$ cat config.mk
export PLATFORM = sky130hd
export DESIGN_NAME = alkmdseq_flat
export DESIGN_NICKNAME = d
export VERILOG_FILES = /design/src/rtl/alkmdseq_if.sv /design/src/rtl/alkmdseq.sv /design/src/flat_wrapper.sv
export SDC_FILE = /design/constraint.sdc
export NUM_CORES = 1
export LEC_CHECK = 0
export BUFFER_PORTS_ARGS = -buffer_cell sky130_fd_sc_hd__buf_2
export CORE_MARGIN = 2
export CORE_UTILIZATION = 44
export DETAILED_ROUTE_END_ITERATION = 10
export PLACE_DENSITY = 0.8
export SLEW_MARGIN = 20
export SYNTH_ARGS = -nofsm -noshare
export SYNTH_HDL_FRONTEND = slang
export SYNTH_SLANG_ARGS = --single-unit
$ cat constraint.sdc
create_clock -name qdclk_l -period 1.7 [get_ports qdclk_l]
set_input_delay 0.17 -clock qdclk_l [delete_from_list [all_inputs] [get_ports qdclk_l]]
set_output_delay 0.17 -clock qdclk_l [all_outputs]
set_load 0.02 [all_outputs]
$ cat src/rtl/alkmdseq_if.sv
// ============================================================================
// Module   : alkmdseq_if
// Brief    : Control/flag bundle between ALK microcode/ALU flags and the
//            MUL/DIV step sequencer.
// Revision : 1.0 - initial release
// ============================================================================
`default_nettype none

interface alkmdseq_if #(
  parameter int CNT_W = 6
);
  logic             mul_start_h;
  logic             div_start_h;
  logic             abort_h;
  logic             aluso_flag_h;
  logic             alu_cout_h;
  logic             alu_add_h;
  logic             alu_sub_h;
  logic             alu_pass_h;
  logic             alpctl_shl_op_h;
  logic             alpctl_shr_op_h;
  logic             qbit_h;
  logic [CNT_W-1:0] step_cnt_h;
  logic             busy_h;
  logic             done_h;
  logic             ovf_h;

  modport master (
    output mul_start_h, div_start_h, abort_h, aluso_flag_h, alu_cout_h,
    input  alu_add_h, alu_sub_h, alu_pass_h, alpctl_shl_op_h, alpctl_shr_op_h,
    input  qbit_h, step_cnt_h, busy_h, done_h, ovf_h
  );

  modport slave (
    input  mul_start_h, div_start_h, abort_h, aluso_flag_h, alu_cout_h,
    output alu_add_h, alu_sub_h, alu_pass_h, alpctl_shl_op_h, alpctl_shr_op_h,
    output qbit_h, step_cnt_h, busy_h, done_h, ovf_h
  );
endinterface

`default_nettype wire

$ cat src/rtl/alkmdseq.sv
// ============================================================================
// Module   : alkmdseq
// Brief    : DC615 ALK multiply/divide step sequencer (shift-and-add MUL,
//            non-restoring DIV with remainder fix, done pulse to microcode).
// Revision : 1.0 - initial release
// ============================================================================
`default_nettype none

module alkmdseq #(
  parameter int STEPS = 32,
  parameter int CNT_W = 6
) (
  input  wire logic   qdclk_l,
  input  wire logic   reset_h,
  alkmdseq_if.slave   bus
);

  localparam logic [2:0] c_IDLE = 3'd0;
  localparam logic [2:0] c_MUL  = 3'd1;
  localparam logic [2:0] c_DIV  = 3'd2;
  localparam logic [2:0] c_DFIX = 3'd3;
  localparam logic [2:0] c_DONE = 3'd4;

  localparam logic [CNT_W-1:0] c_LOAD = CNT_W'(STEPS - 1);
  localparam logic [CNT_W-1:0] c_ZERO = '0;

  logic [2:0]       r_state;
  logic [CNT_W-1:0] r_cnt;
  logic             r_qbit;
  logic             r_ovf;

  logic w_mul;
  logic w_div;
  logic w_fix;
  logic w_last;

  assign w_mul  = (r_state == c_MUL);
  assign w_div  = (r_state == c_DIV);
  assign w_fix  = (r_state == c_DFIX);
  assign w_last = (r_cnt == c_ZERO);

  // Same falling edge as the upstream ALUF flop.
  always_ff @(negedge qdclk_l) begin
    if (reset_h) begin
      r_state <= c_IDLE;
      r_cnt   <= c_ZERO;
      r_qbit  <= 1'b0;
      r_ovf   <= 1'b0;
    end else if (bus.abort_h && (r_state != c_IDLE)) begin
      r_state <= c_IDLE;
      r_cnt   <= c_ZERO;
      r_ovf   <= 1'b0;
    end else begin
      case (r_state)
        c_IDLE: begin
          if (bus.mul_start_h) begin
            r_state <= c_MUL;
            r_cnt   <= c_LOAD;
            r_ovf   <= 1'b0;
          end else if (bus.div_start_h) begin
            r_state <= c_DIV;
            r_cnt   <= c_LOAD;
            r_qbit  <= 1'b1;
            r_ovf   <= 1'b0;
          end
        end
        c_MUL: begin
          if (w_last) r_state <= c_DONE;
          else        r_cnt   <= r_cnt - 1'b1;
        end
        c_DIV: begin
          r_qbit <= bus.alu_cout_h;
          // A non-borrow on the very first trial subtract means the quotient cannot fit.
          if ((r_cnt == c_LOAD) && bus.alu_cout_h) r_ovf <= 1'b1;
          if (w_last) r_state <= c_DFIX;
          else        r_cnt   <= r_cnt - 1'b1;
        end
        c_DFIX:  r_state <= c_DONE;
        c_DONE:  r_state <= c_IDLE;
        default: r_state <= c_IDLE;
      endcase
    end
  end

  always_comb begin
    bus.alu_add_h       = (w_mul & bus.aluso_flag_h) | ((w_div | w_fix) & ~r_qbit);
    bus.alu_sub_h       = w_div & r_qbit;
    bus.alu_pass_h      = (w_mul & ~bus.aluso_flag_h) | (w_fix & r_qbit);
    bus.alpctl_shl_op_h = w_div;
    bus.alpctl_shr_op_h = w_mul;
    bus.qbit_h          = r_qbit;
    bus.step_cnt_h      = r_cnt;
    bus.busy_h          = w_mul | w_div | w_fix;
    bus.done_h          = (r_state == c_DONE);
    bus.ovf_h           = r_ovf;
  end

endmodule

`default_nettype wire

$ cat src/flat_wrapper.sv
// flat-port wrapper written by rule: the top's interface ports become plain ports
module alkmdseq_flat 
#(
  parameter int STEPS = 32,
  parameter int CNT_W = 6
)
  (qdclk_l, reset_h, bus_mul_start_h, bus_div_start_h, bus_abort_h, bus_aluso_flag_h, bus_alu_cout_h, bus_alu_add_h, bus_alu_sub_h, bus_alu_pass_h, bus_alpctl_shl_op_h, bus_alpctl_shr_op_h, bus_qbit_h, bus_step_cnt_h, bus_busy_h, bus_done_h, bus_ovf_h);
  alkmdseq_if #(.CNT_W(CNT_W)) bus_i ();
  input  wire logic qdclk_l;
  input  wire logic reset_h;
  input wire logic [$bits(bus_i.mul_start_h)-1:0] bus_mul_start_h;
  input wire logic [$bits(bus_i.div_start_h)-1:0] bus_div_start_h;
  input wire logic [$bits(bus_i.abort_h)-1:0] bus_abort_h;
  input wire logic [$bits(bus_i.aluso_flag_h)-1:0] bus_aluso_flag_h;
  input wire logic [$bits(bus_i.alu_cout_h)-1:0] bus_alu_cout_h;
  output wire logic [$bits(bus_i.alu_add_h)-1:0] bus_alu_add_h;
  output wire logic [$bits(bus_i.alu_sub_h)-1:0] bus_alu_sub_h;
  output wire logic [$bits(bus_i.alu_pass_h)-1:0] bus_alu_pass_h;
  output wire logic [$bits(bus_i.alpctl_shl_op_h)-1:0] bus_alpctl_shl_op_h;
  output wire logic [$bits(bus_i.alpctl_shr_op_h)-1:0] bus_alpctl_shr_op_h;
  output wire logic [$bits(bus_i.qbit_h)-1:0] bus_qbit_h;
  output wire logic [$bits(bus_i.step_cnt_h)-1:0] bus_step_cnt_h;
  output wire logic [$bits(bus_i.busy_h)-1:0] bus_busy_h;
  output wire logic [$bits(bus_i.done_h)-1:0] bus_done_h;
  output wire logic [$bits(bus_i.ovf_h)-1:0] bus_ovf_h;
  assign bus_i.mul_start_h = bus_mul_start_h;
  assign bus_i.div_start_h = bus_div_start_h;
  assign bus_i.abort_h = bus_abort_h;
  assign bus_i.aluso_flag_h = bus_aluso_flag_h;
  assign bus_i.alu_cout_h = bus_alu_cout_h;
  assign bus_alu_add_h = bus_i.alu_add_h;
  assign bus_alu_sub_h = bus_i.alu_sub_h;
  assign bus_alu_pass_h = bus_i.alu_pass_h;
  assign bus_alpctl_shl_op_h = bus_i.alpctl_shl_op_h;
  assign bus_alpctl_shr_op_h = bus_i.alpctl_shr_op_h;
  assign bus_qbit_h = bus_i.qbit_h;
  assign bus_step_cnt_h = bus_i.step_cnt_h;
  assign bus_busy_h = bus_i.busy_h;
  assign bus_done_h = bus_i.done_h;
  assign bus_ovf_h = bus_i.ovf_h;
  alkmdseq #(.STEPS(STEPS), .CNT_W(CNT_W)) u_core (.qdclk_l(qdclk_l), .reset_h(reset_h), .bus(bus_i));
endmodule
==> impl_metrics.py, run 1 <==
metrics = {
    "outcome": {
        "status": "did not finish",
        "haltStage": "global routing (5_1_grt)",
        "error": "[ERROR DPL-0033] detailed placement checks failed during check placement.",
    },
    "sta": {
        "worst_endpoint": "bus_alu_sub_h",
        "worst_endpoint_kind": "primary output",
    },
    "global_route": {
        "antenna_found_initial": 0,
        "grt_max_degree": 11,
    },
    "placed_design": {
        "dp.cells": 138,
        "dp_hpwl_mm": 1.53,
        "place.gp.congestion": 0.888,
        "dp_slack_ns": -0.378,
        "port_buffers": 21,
    },
    "logic_synthesis": {
        "synthesis.nets": 94,
        "synthCells": 84,
        "synth.distinct_cells": 32,
        "synth-main-ff-cell": "dfxtp_1",
        "syn_area_per_cell_um2": 8.67,
        "syn-cell-area_um2": 728,
        "async_reset_ff_frac": 0,
        "synth_edf_count": 0,
        "yosysSeqAreaShare": 0.302,
        "yosys_warnings": 0,
        "ys_seq_elements": 11,
    },
    "clock_network": {
        "clk_path_buf_depth": 2,
        "cts_buffers": 3,
        "cts_sinks": 11,
        "cts_root_buffer": "clkbuf_4",
        "htreeDepth": 1,
    },
    "floorplan": {
        "die_w_um": 44.7,
        "ioPinCount": 22,
        "initial_core_util": 0.478,
        "die_height_um": 44.7,
        "core.rowCount": 14,
    },
}
cells in the mapped netlist (2+ instances only):
cell / n / area share
o32ai_1: 3 / 0.036
nor4_1: 2 / 0.017
o21a_1: 2 / 0.021
nor2b_1: 2 / 0.017
and2_1: 2 / 0.017
nor3_1: 8 / 0.055
xnor2_1: 2 / 0.024
dfxtp_1: 11 / 0.30
nand4_1: 2 / 0.017
a21oi_1: 7 / 0.048
buf_6: 2 / 0.031
ha_1: 3 / 0.052
inv_1: 8 / 0.041
nor2_1: 9 / 0.046
a211oi_1: 4 / 0.041
cell families after synthesis:
family	count (synthesis)	synth area share
and+or+nand+nor	30	0.227
adders and majority gates	3	0.0516
xor gates and xnor gates	2	0.0241
AOI/OAI and AO/OA	24	0.280
DFF	11	0.302
buffers and inverters	12	0.0842
muxes	2	0.0309
through the flow:
| step | util | area, um^2 | hold WS (ns) |
|---|---|---|---|
| 2_1_floorplan | - | 790 | 0.534 |
| 3_3_place_gp | 0.672 | 1020 | 0.475 |
| 3_5_place_dp | 0.672 | 1020 | 0.479 |
| 4_1_cts | 0.828 | 1260 | 0.567 |
repair_timing:
| action | CTS |
|---|---|
| endpoints found under the setup margin | 16 |
| hold buffers | 0 |
| gates cloned | 0 |
| pin swaps | 2 |
| resized for setup | 39 |
| setup buffers | 8 |
==> run 2, diff against run 1 <==
CORE_AREA = 2 2 63 65   (was not set)
CORE_MARGIN = not set   (was 2)
CORE_UTILIZATION = not set   (was 44)
DIE_AREA = 0 0 65 67   (was not set)
PLACE_DENSITY = not set   (was 0.8)
PLACE_DENSITY_LB_ADDON = 0.15   (was not set)
clock period = 2.2 ns   (was 1.7 ns; I/O delays follow)
==> impl_metrics.py, run 2 <==
metrics = {
    "logic_synthesis": {
        "async_reset_ff_frac": 0,
        "yosys-top-cells-count": "dfxtp_1, nor2_1, inv_1, nor3_1, a21oi_1",
        "yosysMostFrequentCell": "dfxtp_1",
        "synth_edf_count": 0,
        "ys_seq_elements": 11,
        "synth-main-ff-cell": "dfxtp_1",
        "synthCells": 84,
        "ys_top_cells_by_area": "dfxtp_1, nor3_1, ha_1",
        "synth.distinct_cells": 32,
        "syn_area_per_cell_um2": 8.67,
        "yosys.area.top_type": "dfxtp_1",
        "syn-cell-area_um2": 728,
        "synth_top_cell_area_share": 0.302,
        "synthesis.nets": 94,
        "yosys_warnings": 0,
        "yosysSeqAreaShare": 0.302,
    },
    "routing": {
        "final_antenna_net_count": 0,
        "first_iter_violations": 31,
        "dr.pass1.iters": 4,
        "via_count": 862,
        "drc": 0,
        "routed_via_density": 4.59,
        "totalWireLength_mm": 2.19,
        "wire_per_inst_um": 11.7,
    },
    "floorplan": {
        "die_w_um": 65,
        "core.rowCount": 22,
        "initial_core_util": 0.202,
        "die_height_um": 67,
        "ioPinCount": 22,
        "design.core.area_um2": 3610,
        "dieArea_um2": 4360,
    },
    "placed_design": {
        "dp.cells": 166,
        "place.gp.congestion": 0.775,
        "port_buffers": 21,
        "place_area_um2": 1020,
        "dp_hpwl_mm": 1.56,
    },
    "sta": {
        "hold_slack_ns": 0.491,
        "tightest_slew_ns": 0.500,
        "finalHoldViolations": 0,
        "slew_violations": 0,
        "setup_viol_count_final": 7,
        "rsz0062_at_grt": "true",
        "max_slew_margin": 0.665,
        "timing.final.ws_setup_ns": -0.445,
        "skew_ns": 0.00774,
    },
    "final_layout": {
        "drive_above_1_share": 0.536,
        "final_cell_mix": "buf_4, inv_1, buf_6",
        "post-route-util": 0.359,
        "fin_area_um2": 1290,
        "layoutNonFillerInstCount": 188,
        "area_growth_pct": 77.8,
        "layout_commonest_cell": "buf_4",
        "n_fill_cell": 391,
        "multi_input_area_um2": 503,
        "ff_latch_area_um2": 234,
        "largest_reg_flops": 6,
        "nNetsFinal": 151,
        "diodes": 0,
    },
    "clock_network": {
        "cts_sinks": 11,
        "htreeDepth": 1,
        "cts_buffers": 3,
        "clk_transition_reported_paths_ns": 0.04,
        "clk_path_buf_depth": 2,
        "clk_latency_ns": 0.32,
        "cts_tree": "done",
        "cts_root_buffer": "clkbuf_8",
    },
    "global_route": {
        "grt_overflow": 0,
        "grt_max_degree": 11,
        "grt_pass1_vias": 828,
        "track_usage": 0.112,
        "antenna_found_initial": 0,
        "grt_first_pass_wirelength_mm": 3.66,
    },
    "worst_setup_path": {
        "cp.arrival_ns": 2.43,
        "cpMaxStageDelayCell": "or3b_4",
        "crit_path_max_fanout": 2,
        "path_class": "reg2out",
        "cp-end-kind": "output pin",
        "crit_required_ns": 1.98,
        "critPathMaxStageDelay_ns": 0.41,
        "cp_cell_sequence": "or3b_4 -> inv_4 -> and2_4 -> buf_6",
        "setup.worst_path.start_class": "register",
    },
    "outcome": {
        "status": "finished with violations",
        "violations": "negative setup slack",
    },
    "pwr": {
        "p_per_area_nw_per_um2": 1200,
        "p_leak_uw": 0.000601,
        "ir_drop_v": 0.000504,
    },
    "hold_path": {
        "hp-class": "reg2reg",
    },
    "run": {
        "maxCapViolCount": 0,
    },
}
[run 2: cell counts after synthesis]
Identical to the previous run, type by type.
[run 2: final timing paths]
| check | start | end | slack (ns) | depth (start not counted) |
|---|---|---|---|---|
| worst max-delay path | u_core.r_state[2]$_SDFFE_NP0P_ | bus_alu_sub_h | -0.45 | 4 |
| worst min-delay path | u_core.bus.ovf_h$_SDFFE_NP0P_ | u_core.bus.ovf_h$_SDFFE_NP0P_ | 0.49 | 1 |
| worst max register to register | u_core.r_state[2]$_SDFFE_NP0P_ | u_core.r_state[0]$_SDFFE_NP0P_ | 0.29 | 6 |
| worst min register to register | u_core.bus.ovf_h$_SDFFE_NP0P_ | u_core.bus.ovf_h$_SDFFE_NP0P_ | 0.49 | 1 |
[run 2: repair_timing]
action,4_1_cts,5_1_grt
hold buffers,0,0
resized for setup,29,16
gates cloned,0,0
endpoints found under the setup margin,13,10
setup buffers,6,3
pin swaps,3,4
[run 2: report_power, final]
group | total (uW) | switching [uW] | leakage (uW) | internal [uW]
registers | 340 | 66.0 | 0.0000941 | 274
logic | 932 | 478 | 0.000421 | 454
clock network | 288 | 138 | 0.0000855 | 150
total | 1560 | 682 | 0.000601 | 878
[run 2: area by class of cell]
cell class,instances,share of cell area
Tap cell,48,0.0464
Sequential cell,11,0.181
Clock inverter,12,0.0348
Clock buffer,3,0.0319
Inverter,7,0.0222
Multi-Input combinational cell,61,0.388
Timing Repair Buffer,46,0.296
[run 2: routing by layer]
metal | up-vias | GRT usage | share of wire
met5 | - | 0 | 0
met4 | 0 | 0.0771 | 0.019
met3 | 6 | 0.0422 | 0.057
met2 | 29 | 0.170 | 0.48
met1 | 404 | 0.130 | 0.44
li1 | 423 | - | -
[run 2: cells by family (layout without fill, tap and decap cells)]
kind of cell,count (synthesis),in the layout,share of synthesized area
fa+ha+maj,3,3,0.0516
compound gates,24,24,0.280
buf+inv,12,68,0.0842
mux,2,2,0.0309
simple gates,30,30,0.227
xor+xnor,2,2,0.0241
flops,11,11,0.302
[run 2: critical path, delay by kind of cell (launching register included)]
family | cells | cell delay [ns]
buffers and inverters | 2 | 0.16
DFF | 1 | 0.31
and+or+nand+nor | 2 | 0.53
[run 2: metrics by stage]
stage                     setup WS [ns]  TNS (ns)  power, uW
final                            -0.445     -2.52       1560
after global routing             -0.490     -2.89       1690
after CTS                        -0.461     -2.60       1520
after detailed placement         -0.160    -0.614       1150
after global placement           -0.146    -0.566       1150
after floorplan                  -0.230    -0.587        898
Power figures use the tool's default switching activity.
